[src/rtl/fifo_word_packer.sv]
// rtl/fifo_word_packer.sv - packs LANES show-ahead FIFO entries into one wide valid/ready word
module fifo_word_packer #(
    parameter int DSIZE   = 8,
    parameter int LANES   = 4,
    parameter int TIMEOUT = 16
) (
    input  logic                   clk,
    input  logic                   rst,
    input  logic [DSIZE-1:0]       fifo_rdata,
    input  logic                   fifo_rempty,
    output logic                   fifo_rinc,
    input  logic                   flush,
    output logic [DSIZE*LANES-1:0] m_data,
    output logic [LANES-1:0]       m_keep,
    output logic                   m_valid,
    input  logic                   m_ready
);
    localparam int LW = $clog2(LANES) + 1;
    localparam int IW = (TIMEOUT > 1) ? $clog2(TIMEOUT) : 1;
    localparam logic [IW-1:0] IDLE_LAST = IW'((TIMEOUT > 0) ? TIMEOUT - 1 : 0);

    typedef enum logic {FILL, OUT} state_t;

    state_t                 state_q, state_d;
    logic [LW-1:0]          lane_cnt_q, lane_cnt_d;
    logic [IW-1:0]          idle_cnt_q, idle_cnt_d;
    logic [DSIZE*LANES-1:0] acc_q, acc_d;
    logic [LANES-1:0]       keep_q, keep_d;

    logic                   pop;
    logic [LW-1:0]          filled;
    logic [LANES-1:0]       part_keep;

    always_comb begin
        state_d    = state_q;
        lane_cnt_d = lane_cnt_q;
        idle_cnt_d = idle_cnt_q;
        acc_d      = acc_q;
        keep_d     = keep_q;
        pop        = (state_q == FILL) && !fifo_rempty;
        filled     = lane_cnt_q + LW'(pop);
        for (int i = 0; i < LANES; i++) begin
            part_keep[i] = (LW'(i) < filled);
        end

        case (state_q)
            FILL: begin
                if (pop) begin
                    acc_d[int'(lane_cnt_q)*DSIZE +: DSIZE] = fifo_rdata;
                    lane_cnt_d = filled;
                    idle_cnt_d = '0;
                end
                // A full word and a flushed partial word leave FILL the same way.
                if (filled == LW'(LANES) || (flush && filled != '0)) begin
                    state_d = OUT;
                    keep_d  = part_keep;
                end else if (TIMEOUT > 0 && lane_cnt_q != '0 && fifo_rempty) begin
                    if (idle_cnt_q == IDLE_LAST) begin
                        state_d = OUT;
                        keep_d  = part_keep;
                    end else begin
                        idle_cnt_d = idle_cnt_q + 1'b1;
                    end
                end
            end
            OUT: begin
                if (m_ready) begin
                    state_d    = FILL;
                    lane_cnt_d = '0;
                    idle_cnt_d = '0;
                    acc_d      = '0;
                    keep_d     = '0;
                end
            end
            default: state_d = FILL;
        endcase
    end

    always_ff @(posedge clk or posedge rst) begin
        if (rst) begin
            state_q    <= FILL;
            lane_cnt_q <= '0;
            idle_cnt_q <= '0;
            acc_q      <= '0;
            keep_q     <= '0;
        end else begin
            state_q    <= state_d;
            lane_cnt_q <= lane_cnt_d;
            idle_cnt_q <= idle_cnt_d;
            acc_q      <= acc_d;
            keep_q     <= keep_d;
        end
    end

    // Gated by rst so a pop can never slip out while the FIFO side is being reset.
    assign fifo_rinc = pop && !rst;
    assign m_data    = acc_q;
    assign m_keep    = keep_q;
    assign m_valid   = (state_q == OUT);
endmodule

[config.mk]
export PLATFORM = sky130hd
export DESIGN_NAME = fifo_word_packer
export DESIGN_NICKNAME = d
export VERILOG_FILES = /design/src/rtl/fifo_word_packer.sv
export SDC_FILE = /design/constraint.sdc
export NUM_CORES = 1
export LEC_CHECK = 0
export CELL_PAD_IN_SITES_DETAIL_PLACEMENT = 0
export CELL_PAD_IN_SITES_GLOBAL_PLACEMENT = 2
export CORE_AREA = 4 4 112 71
export CTS_CLUSTER_SIZE = 28
export DETAILED_ROUTE_END_ITERATION = 10
export DIE_AREA = 0 0 116 75
export HOLD_SLACK_MARGIN = 0.1
export PLACE_DENSITY_LB_ADDON = 0.1
export REMOVE_ABC_BUFFERS = 1
export SYNTH_ARGS = -nofsm -noshare
export SYNTH_HDL_FRONTEND = slang
export SYNTH_SLANG_ARGS = --single-unit
[constraint.sdc]
create_clock -name clk -period 3.3 [get_ports clk]
set_input_delay 0.495 -clock clk [delete_from_list [all_inputs] [get_ports clk]]
set_output_delay 0.495 -clock clk [all_outputs]
set_load 0.005 [all_outputs]
* Yosys cells after proc, flatten, opt, wreduce, memory -nomap -nowiden
Cells that the tools add are included.
** Word-level totals
- Bits in registers :: 44
- Bits of input ports :: 13
- Output and inout port bits :: 38
- Logic and storage cells :: 54
** Operators by class
- $add $sub $neg :: 3
- Magnitude comparators :: 4
- Equality and inequality tests :: 6
- Shift-type cells :: 2
- Mux-type cells :: 22
- Bitwise gates (word level) :: 1
- Reduce and logical (&&, ||, !) cells :: 11
** Operators by type and width (number)
- 32-bit two-way mux :: 2
- 32-bit case mux with 2 select lines :: 1
- 6-bit negator with 33-bit output :: 1
- 8-bit by 33-bit variable shift with 32-bit output, first input constant :: 1
- 8-bit by 33-bit variable part select with 32-bit output :: 1
- 32-bit bitwise mux :: 1
- 4-bit two-way mux :: 8
- 4-bit case mux with 2 select lines :: 2
- 1-bit by 3-bit less-than comparator with 1-bit output, first input constant :: 2
- 2-bit by 3-bit less-than comparator with 1-bit output, first input constant :: 2
- 3-bit two-way mux :: 2
- 3-bit by 1-bit inequality test with 1-bit output, second input constant :: 2
- 3-bit case mux with 2 select lines :: 1
- 3-bit nonzero test :: 2
- 4-bit by 1-bit adder with 4-bit output, second input constant :: 1
- 4-bit == test, second input constant :: 1
- 1-bit logical AND :: 4
- 1-bit two-way mux :: 4
- 2-bit inequality test, second input constant :: 2
- 3-bit by 1-bit adder with 3-bit output :: 1
- 3-bit == test, second input constant :: 1
- 3-bit AND reduction :: 1
- 1-bit zero test :: 2
- 1-bit case mux with 2 select lines :: 1
- 3 further kinds :: 3

* Longest topological paths before layout
Gate-level depths: netlist of the first run.
- Word-level depth :: 8
- Gate-level depth with buffers :: 9
- Mapped depth without buffers :: 8

* Least setup slack after synthesis of the first run
Ideal clock, no wire load.
- Kind :: reg-to-reg
- Start point :: register state_q, in the netlist m_valid
- End point :: register idle_cnt_q[2]
- Library setup time :: 136 ps
- Data arrival time :: 2218 ps
- Data required time :: 3164 ps
- Setup slack :: 945 ps
- Cell stages (with the launch flop) :: 10
- Path buffers :: 2
- Cell sequence :: dfrtp_1 buf_4 clkbuf_1 nor3_1 ha_1 xor2_1 nor4_4 o21bai_1 a21oi_1 o32ai_1
** On the way
- Longest elaborated chain between the ends :: 8
- Elaborated cells between the ends (all ways) :: 13
- Classes of those cells :: add/sub: 1; eq/ne: 2; mux: 5; bitwise: 1; reduce/logical: 4
** RTL lines
- start, declared :: line 24 : state_t state_q, state_d;
- start signal, assigned :: line 87 : state_q <= state_d;
- 1-bit NOT
- 1-bit logical AND :: line 40 : pop = (state_q == FILL) && !fifo_rempty;
- 3-bit by 1-bit adder with 3-bit output :: line 41 : filled = lane_cnt_q + LW'(pop);
- 3-bit nonzero test :: line 54 : if (filled == LW'(LANES) || (flush && filled != '0)) begin
- 1-bit logical AND :: line 54
- 1-bit logical OR :: line 54
- 4-bit two-way mux :: line 54
- 4-bit case mux with 2 select lines :: line 46 : case (state_q)
- end signal, assigned :: line 89 : idle_cnt_q <= idle_cnt_d;
- end, declared :: line 26 : logic [IW-1:0] idle_cnt_q, idle_cnt_d;
Parallel ways exist; a longest one is shown, timed or not.
A chain may end at the register's enable or synchronous reset.

* Final worst setup path of the first run
- Start point :: register lane_cnt_q[0]
- End point :: register acc_q[18], in the netlist m_data[18]
** On the way
- Longest elaborated chain between the ends :: 5
- Elaborated cells between the ends (all ways) :: 6
- Classes of those cells :: add/sub: 1; shift: 2; mux: 3
** RTL lines
- start, declared :: line 25 : logic [LW-1:0] lane_cnt_q, lane_cnt_d;
- start signal, assigned :: line 88 : lane_cnt_q <= lane_cnt_d;
- 6-bit negator with 33-bit output * :: line 49 : acc_d[int'(lane_cnt_q)*DSIZE +: DSIZE] = fifo_rdata;
- 8-bit by 33-bit variable part select with 32-bit output or 8-bit by 33-bit variable shift with 32-bit output (tied branches) :: line 49
- 32-bit bitwise mux * :: line 49
- 32-bit two-way mux * :: line 48 : if (pop) begin
- 32-bit case mux with 2 select lines * :: line 46
- end signal, assigned :: line 84 : acc_q <= '0;
- end signal, assigned :: line 90 : acc_q <= acc_d;
- end, declared :: line 27 : logic [DSIZE*LANES-1:0] acc_q, acc_d;
Mark *: on every way between the ends. The rest lies on a longest branch, timed or not. The select of a mux whose other input is x is not followed.

==> results of run 1 <==
per-layer routing:
metal  share of wire, %  routed length (um)  vias up
li1                   -                   -      793
met1                 57                3270      787
met5                  0                   0        -
met3                6.0                 346        2
met4               0.40                  23        0
met2                 36                2080       39
cell families after synthesis:
family          after synthesis
mux                           4
simple gates                 62
compound gates               58
fa+ha+maj                     4
xor+xnor                      2
buf+inv                      17
flops                        44
report_power, final:
part | internal, uW | switching [uW]
Combinational | 465 | 533
Clock | 356 | 203
Sequential | 674 | 95.3
Total | 1500 | 831
synth_stat cells:
cell type and count:
o21ai_2 1, dfrtp_1 44, a21o_1 1, nor4_1 1, or2_4 2, nor2_1 4, a21oi_1 5, o32ai_1 2
o31a_1 1, buf_6 1, nand2_2 1, a21oi_2 2, o21bai_1 1, a41oi_1 1, mux2i_1 4, clkbuf_1 2
nor4_4 1, xor2_1 1, nand3_1 3, nor2_2 2, xnor2_1 1, o22ai_2 1, and2_1 1, nor3_4 4
inv_2 3, nor3_1 2, buf_2 2, nand4b_1 1, nand2b_1 2, o21a_4 1, o211ai_1 2, ha_1 4
o311ai_0 1, buf_4 1, o21ai_0 14, a22o_1 25, nand2_1 28, nor2b_1 10, inv_1 8
registers in the layout, indices dropped and copies added (netlist names):
name and count:
m_keep 4, lane_cnt_q 3, m_data 32, idle_cnt_q 4
m_valid 1
path summary, 6_finish.rpt:
kind	slack, ns	end
worst max-delay path	0.98	m_data[18]
worst min-delay path	0.50	m_data[13]
worst max register to register	0.98	m_data[18]
worst min register to register	0.50	m_data[13]
max in group asynchronous	2.20	m_data[5]
min in group asynchronous	0.70	lane_cnt_q[0]
per-stage QoR:
stage	instance area [um2]	power, uW
detailed placement	2690	1780
finish	2860	2330
floorplan	2060	1340
CTS	2860	2360
global route	2860	2490
global placement	2690	1800
final cells by class:
cell class | instances | share of cell area [%]
Tap cell | 91 | 3.99
Timing Repair Buffer | 53 | 18.3
Clock inverter | 2 | 1.23
Clock buffer | 6 | 4.51
Sequential cell | 44 | 38.5
Inverter | 11 | 1.45
Multi-Input combinational cell | 130 | 32.0
==> impl_metrics.yaml, run 1 <==
sta:
  grt_setup_unrepaired: "false"
  setup_ws_ns: 0.978
  finalSetupTns_ns: 0
  setup_viol: 0
  fmax_mhz: 431
  relSlewSlack_pct: 56.5
  timing.hold.ws_ns: 0.500
  maxSlewViolCount: 0
  hold_viol: 0
  tightest_slew_ns: 0.653
  clock_skew_ns: 0.00305
  fin_crit_ns: 2.32
  post-route-period-util_pct: 70.4
worst_setup_path:
  crit_chain: "inv_2 -> ha_1 -> inv_2 -> nor4_1 -> nor2b_1 -> a22o_1"
  crit_top_cell: "inv_2"
  worstSetupStartpointType: "flip-flop"
  critPathMaxFanout: 8
  cp.depth: 6
  worstSetupEndpointType: "flip-flop"
  worstSetupPathType: "reg2reg"
  crit_family: "simple AND/OR/NAND/NOR gates"
  crit_buf_inv: 2
  slowest_delay_ns: 0.53
  startpoint: "lane_cnt_q[0]"
  cp_slowest_cell: "nor2b_1"
  ff2ff_path_depth: 6
  critPathArrivalTime_ns: 2.54
  cp.required_ns: 3.52
  r2r_start: "lane_cnt_q[0]"
clocking:
  clk_latency_ns: 0.28
  cts_inserted_buffers: 5
  cts_tree: "built"
  post-cts-setup-buffers: 0
  cts.path.max_buffers: 2
  cts_sinks: 44
  root_buffer: "clkbuf_16"
  post_cts_resized: 0
  hold_buffers: 0
  htreeDepth: 2
  clkTransAtPathRegs_ns: 0.06
synth:
  ys_seq_area_share_pct: 52.6
  ys_ff_latch: 44
  synth_compound_area_share_pct: 21.1
  syn_inst: 191
  ys_warn_count: 0
  syn_area_per_cell_um2: 11.0
  synth_cell_types: 39
  synth_top_area_cell: "dfrtp_1"
  synth-xor-area-share_pct: 0.837
  synthSimpleGateAreaFrac_pct: 17.4
  synthMuxAreaShare_pct: 1.91
  synth.top_cells.by_area: "dfrtp_1 53%, a22o_1 10%, nand2_1 5.0%, o21ai_0 3.3%, nor3_4 3.1%"
  synth_top_family_by_area: "compound AO/OA/AOI/OAI gates"
  synth_area_mm2: 0.00209
  synth_top_area_share_pct: 52.6
  synthAdderAreaFrac_pct: 2.39
placement:
  place.gp.congestion: 0.757
  post-dp-hpwl_um: 4150
  dp_cells: 329
  io_buffers: 50
  dpl_worst_slack_ns: 0.789
layout:
  mostFrequentLayoutCells: "50 x clkdlybuf4s50_1, 44 x dfrtp_1, 28 x nand2_1"
  drive_gt1_share_pct: 11.4
  regArea_mm2: 0.00110
  antenna_cells: 0
  fin_nets: 262
  fin_util_pct: 40.7
  final_common_cell: "clkdlybuf4s50_1"
  fill_cells: 703
  multiInputGateArea_um2: 913
  area_growth_pct: 36.5
  finalNonFillerCells: 337
global_route:
  busiest_layer: "met1"
  gr-usage-met3_pct: 4.18
  antenna_found_initial: 0
  grt-ovfl-total: 0
  grt_use_met1_pct: 23.9
  grt_pass1_wl_um: 9190
  met2_usage_pct: 16.8
  grt_pass1_vias: 1598
  track_usage_pct: 14.0
  grt_max_degree: 45
die:
  core_region_area_mm2: 0.00703
  dieArea_mm2: 0.00870
  die-height_um: 75
  initial_core_util_pct: 29.8
  rows: 24
  io_pins: 51
  die_width_um: 116
pwr:
  pwr_density_cell_mw_per_mm2: 814
  p_leak_uw: 0.00122
  ir_worst_vdd_mv: 0.339
route:
  wl_per_cell_um: 17.0
  wl_um: 5720
  drc: 0
  first_iter_violations: 66
  ant_nets: 0
  via_count: 1621
  first_pass_iters: 4
  via_per_inst: 4.81
job:
  drv_cap: 0
worst_hold_path:
  hold_path.class: "reg2reg"
  holdPathStages: 1
  hp-start: "m_data[13]"
outcome:
  status: "finished clean"
Note: power is estimated with default switching activity, not from simulation.
==> run 2, diff against run 1 <==
- CORE_AREA: 4 4 112 71 -> 4 4 117 74
- DIE_AREA: 0 0 116 75 -> 0 0 121 78
- clock period: 3.3 -> 2 ns (I/O delays scaled with it)
==> impl_metrics.yaml, run 2 (synthesis gave the netlist of run 1 again) <==
outcome:
  status: "finished clean"
sta:
  relSlewSlack_pct: 68.0
  setup_viol: 0
  post-route-period-util_pct: 98.1
  clock_skew_ns: 0.0105
  hold_viol: 0
  timing.hold.ws_ns: 0.390
  grt_setup_unrepaired: "true"
  finalSetupTns_ns: 0
  maxSlewViolCount: 0
  fin_crit_ns: 1.96
  tightest_slew_ns: 0.479
  fmax_mhz: 510
worst_setup_path:
  crit_top_cell: "ha_4"
  cp.required_ns: 2.17
  rrSetupSlack_ns: 0.04
  rr_endpoint: "m_data[28]"
  cp_slowest_cell: "dfrtp_1"
  worstSetupStartpointType: "flip-flop"
  crit_chain: "inv_2 -> ha_4 -> ha_4 -> nand2b_4 -> or2_4 -> nor3_4 -> a21oi_4 -> a22o_1"
  r2r_start: "lane_cnt_q[1]"
  ff2ff_path_depth: 8
  critPathMaxFanout: 8
  worstSetupPathType: "reg2reg"
  critPathArrivalTime_ns: 2.13
  crit_buf_inv: 1
  crit_family: "simple AND/OR/NAND/NOR gates"
  worstSetupEndpointType: "flip-flop"
  slowest_delay_ns: 0.38
placement:
  place_area_mm2: 0.00290
  place.gp.congestion: 0.782
  post-dp-hpwl_um: 4400
  io_buffers: 50
die:
  initial_core_util_pct: 27.3
  die-height_um: 78
  die_width_um: 121
  dieArea_mm2: 0.00944
  rows: 25
  io_pins: 51
  core_region_area_mm2: 0.00766
clocking:
  clkTransAtPathRegs_ns: 0.07
  cts_inserted_buffers: 5
  cts.path.max_buffers: 2
  cts_sinks: 44
  htreeDepth: 2
  cts_tree: "built"
  hold_buffers: 0
  clk_latency_ns: 0.28
  root_buffer: "clkbuf_16"
pwr:
  sw_frac_of_total_pct: 35.4
  power_frac_seq_pct: 28.1
  power.switching_uw: 1580
  p_int_uw: 2890
  p_comb_share_pct: 51.0
  pwr-share-clk_pct: 20.9
  pwr_density_cell_mw_per_mm2: 1380
  ir_worst_vdd_mv: 0.436
  p_leak_uw: 0.00139
global_route:
  grt_pass1_wl_um: 9920
  grt-ovfl-total: 0
  track_usage_pct: 13.4
  grt_max_degree: 45
  antenna_found_initial: 0
  grt_pass1_vias: 1793
route:
  via_count: 1676
  first_iter_violations: 109
  drc: 0
  via_per_inst: 4.40
  ant_nets: 0
  wl_um: 6140
  wl_per_cell_um: 16.1
  first_pass_iters: 4
job:
  drv_cap: 0
layout:
  final_cell_area_mm2: 0.00323
  fin_nets: 289
  fill_cells: 748
  multiInputGateArea_mm2: 0.00102
  largest_reg_flops: 32
  drive_gt1_share_pct: 24.5
  mostFrequentLayoutCells: "49 x clkdlybuf4s50_1, 44 x dfrtp_1, 28 x nand2_1"
  antenna_cells: 0
  regArea_mm2: 0.00110
  area_growth_pct: 54.5
  final_common_cell: "clkdlybuf4s50_1"
worst_hold_path:
  hold_path.class: "in2async"
[run 2: changes by cell type in the layout (fill, tap and decap cells not counted), moves of 2 or more]
cell,delta
buf_12,+3
a21oi_4,+2
ha_1,-3
ha_4,+2
buf_4,+24
[run 2: repair_timing]
action | 4_1_cts | 5_1_grt
gates resized for setup | 1 | 19
cloned | 0 | 0
buffers inserted | 1 | 6
pin swaps | 1 | 12
endpoints found under the setup margin | 10 | 20
[run 2: worst max-delay path by stage]
stage                        from       endpoint  slack [ns]  cells after the start
floorplan                 m_valid  idle_cnt_q[2]       -0.23                      7
global placement      fifo_rempty  idle_cnt_q[3]       -0.21                      7
detailed placement    fifo_rempty  idle_cnt_q[3]       -0.30                      7
CTS                 lane_cnt_q[0]  idle_cnt_q[3]       0.007                      8
global route        lane_cnt_q[0]     m_data[29]       -0.03                      8
finish              lane_cnt_q[1]     m_data[28]        0.04                      8
[run 2: metrics by stage]
step	utilization, %	instances	worst slack (ns)	total power [uW]
after floorplan	-	185	-0.226	2210
after CTS	40.2	375	0.00727	4200
after global routing	42.2	381	-0.0301	4770
final	42.2	381	0.0388	4470
after detailed placement	37.9	366	-0.296	3230
after global placement	37.9	366	-0.213	3240
[run 2: area by class of cell]
cell class / count / area share, %
clock buffer: 5 / 3.87
clock inverter: 3 / 1.32
inverter: 11 / 1.28
multi-input combinational: 130 / 31.6
sequential: 44 / 34.1
tap: 108 / 4.18
timing repair buffer: 80 / 23.7
[run 2: power groups by stage]
stage | registers [uW] | logic, uW | clock network [uW]
after floorplan | 1330 | 877 | 0
after global placement | 1270 | 1970 | 0
after detailed placement | 1270 | 1960 | 0
after CTS | 1250 | 2000 | 948
after global routing | 1290 | 2490 | 992
final | 1260 | 2280 | 935
[run 2: worst min-delay path: cells and delay by family]
| kind | cells | cell delay (ns) |
|---|---|---|
| buffers and inverters | 3 | 0.74 |
[run 2: layer usage]
metal  global-route usage, %  share of wire [%]  wire, um
met1                    22.9                 58      3540
met3                    3.20                5.5       335
met4                    2.38               0.39        24
met5                       0                  0         0
met2                    16.3                 37      2240
==> run 3, diff against run 2 <==
- PLACE_DENSITY: not set -> 0.71
- PLACE_DENSITY_LB_ADDON: 0.1 -> not set
==> impl_metrics.yaml, run 3 (synthesis gave the netlist of run 1 again) <==
global_route:
  track_usage_pct: 13.0
  grt_pass1_wl_um: 9480
  grt_max_degree: 45
  antenna_found_initial: 0
  grt_pass1_vias: 1751
  grt-ovfl-total: 0
clocking:
  root_buffer: "clkbuf_16"
  cts_tree: "built"
  clkTransAtPathRegs_ns: 0.06
  cts.path.max_buffers: 2
  cts_sinks: 44
  htreeDepth: 2
  hold_buffers: 0
  clk_latency_ns: 0.28
  cts_inserted_buffers: 5
worst_setup_path:
  worstSetupPathType: "reg2reg"
  crit_chain: "inv_2 -> nor3_1 -> ha_1 -> nor4_4 -> buf_4 -> o21bai_1 -> a21oi_1 -> o32ai_1"
  worstSetupStartpointType: "flip-flop"
  worstSetupEndpointType: "flip-flop"
  cp_slowest_cell: "dfrtp_1"
  cp.required_ns: 2.15
  critPathMaxFanout: 4
  critPathArrivalTime_ns: 2.10
  slowest_delay_ns: 0.37
placement:
  place_area_mm2: 0.00289
  dpl_worst_slack_ns: -0.277
  dp_cells: 364
  io_buffers: 50
  post-dp-hpwl_um: 4280
  place.gp.congestion: 0.810
route:
  ant_nets: 0
  via_count: 1725
  first_iter_violations: 98
  drc: 0
  via_per_inst: 4.60
  first_pass_iters: 4
  wl_um: 5960
  wl_per_cell_um: 15.9
pwr:
  ir_worst_vdd_mv: 0.360
  pwr_density_cell_mw_per_mm2: 1350
  p_leak_uw: 0.00136
die:
  core_region_area_mm2: 0.00766
  rows: 25
  dieArea_mm2: 0.00944
  initial_core_util_pct: 27.3
  die_width_um: 121
  die-height_um: 78
  io_pins: 51
outcome:
  status: "finished clean"
sta:
  setup_ws_ns: 0.0542
  relSlewSlack_pct: 64.2
  setup_viol: 0
  clock_skew_ns: 0.00551
  fin_crit_ns: 1.95
  maxSlewViolCount: 0
  tightest_slew_ns: 0.536
  timing.hold.ws_ns: 0.415
  grt_setup_unrepaired: "true"
  fmax_mhz: 514
  hold_viol: 0
  post-route-period-util_pct: 97.3
layout:
  fin_nets: 283
  drive_gt1_share_pct: 20.6
  antenna_cells: 0
  fill_cells: 767
  mostFrequentLayoutCells: "50 x clkdlybuf4s50_1, 44 x dfrtp_1, 28 x nand2_1"
  final_cell_area_mm2: 0.00314
  finalNonFillerCells: 375
  final_common_cell: "clkdlybuf4s50_1"
  area_growth_pct: 50.2
  largest_reg_flops: 32
worst_hold_path:
  hold_path.class: "in2async"
job:
  drv_cap: 0
run 3: stage by stage:
step           power (uW)  setup TNS, ns  util (%)
2_1_floorplan        2210          -1.43         -
3_3_place_gp         3150          -2.70      37.7
3_5_place_dp         3160          -2.83      37.7
4_1_cts              4100              0      39.9
5_1_grt              4540         -0.103      41.0
6_report             4250              0      41.0
run 3: path summary, 6_finish.rpt:
check | depth (start not counted) | slack (ns) | startpoint | end
max | 8 | 0.05 | lane_cnt_q[0] | idle_cnt_q[2]
min | 3 | 0.41 | rst | m_data[2]
max reg2reg | 8 | 0.05 | lane_cnt_q[0] | idle_cnt_q[2]
min reg2reg | 1 | 0.50 | m_data[16] | m_data[16]
max in group asynchronous | 3 | 1.37 | rst | lane_cnt_q[2]
min in group clk | 1 | 0.50 | m_data[16] | m_data[16]
run 3: repair_timing:
item / CTS / global route
buffers inserted: 0 / 3
gates resized for setup: 2 / 9
setup endpoints to repair: 8 / 25
pin swaps: 0 / 10
gates cloned: 0 / 0
run 3: area by class of cell:
class	count	area (um2)	share of cell area, %
Tap cell	108	135	4.30
Multi-Input combinational cell	130	980	31.2
Sequential cell	44	1100	35.0
Clock inverter	2	35.0	1.11
Clock buffer	6	129	4.10
Timing Repair Buffer	74	722	23.0
Inverter	11	41.3	1.31
run 3: power breakdown:
part / leakage, uW / switching (uW) / internal [uW]
clock network: 0.0000808 / 326 / 587
logic: 0.000669 / 1010 / 1060
registers: 0.000606 / 147 / 1110
total: 0.00136 / 1490 / 2760
run 3: worst max-delay path, delay by kind of cell, from the launching register on:
kind,cells,cell delay (ns)
fa+ha+maj,1,0.31
simple gates,2,0.45
buf+inv,2,0.24
compound gates,3,0.44
flops,1,0.37
run 3: per-layer routing:
metal  part of all wire [%]  up-vias  global-route usage [%]
li1                       -      843                       -
met2                     38       45                    16.7
met1                     55      835                    20.4
met4                   0.45        0                    3.28
met3                    6.8        2                    4.01
met5                      0        -                       0
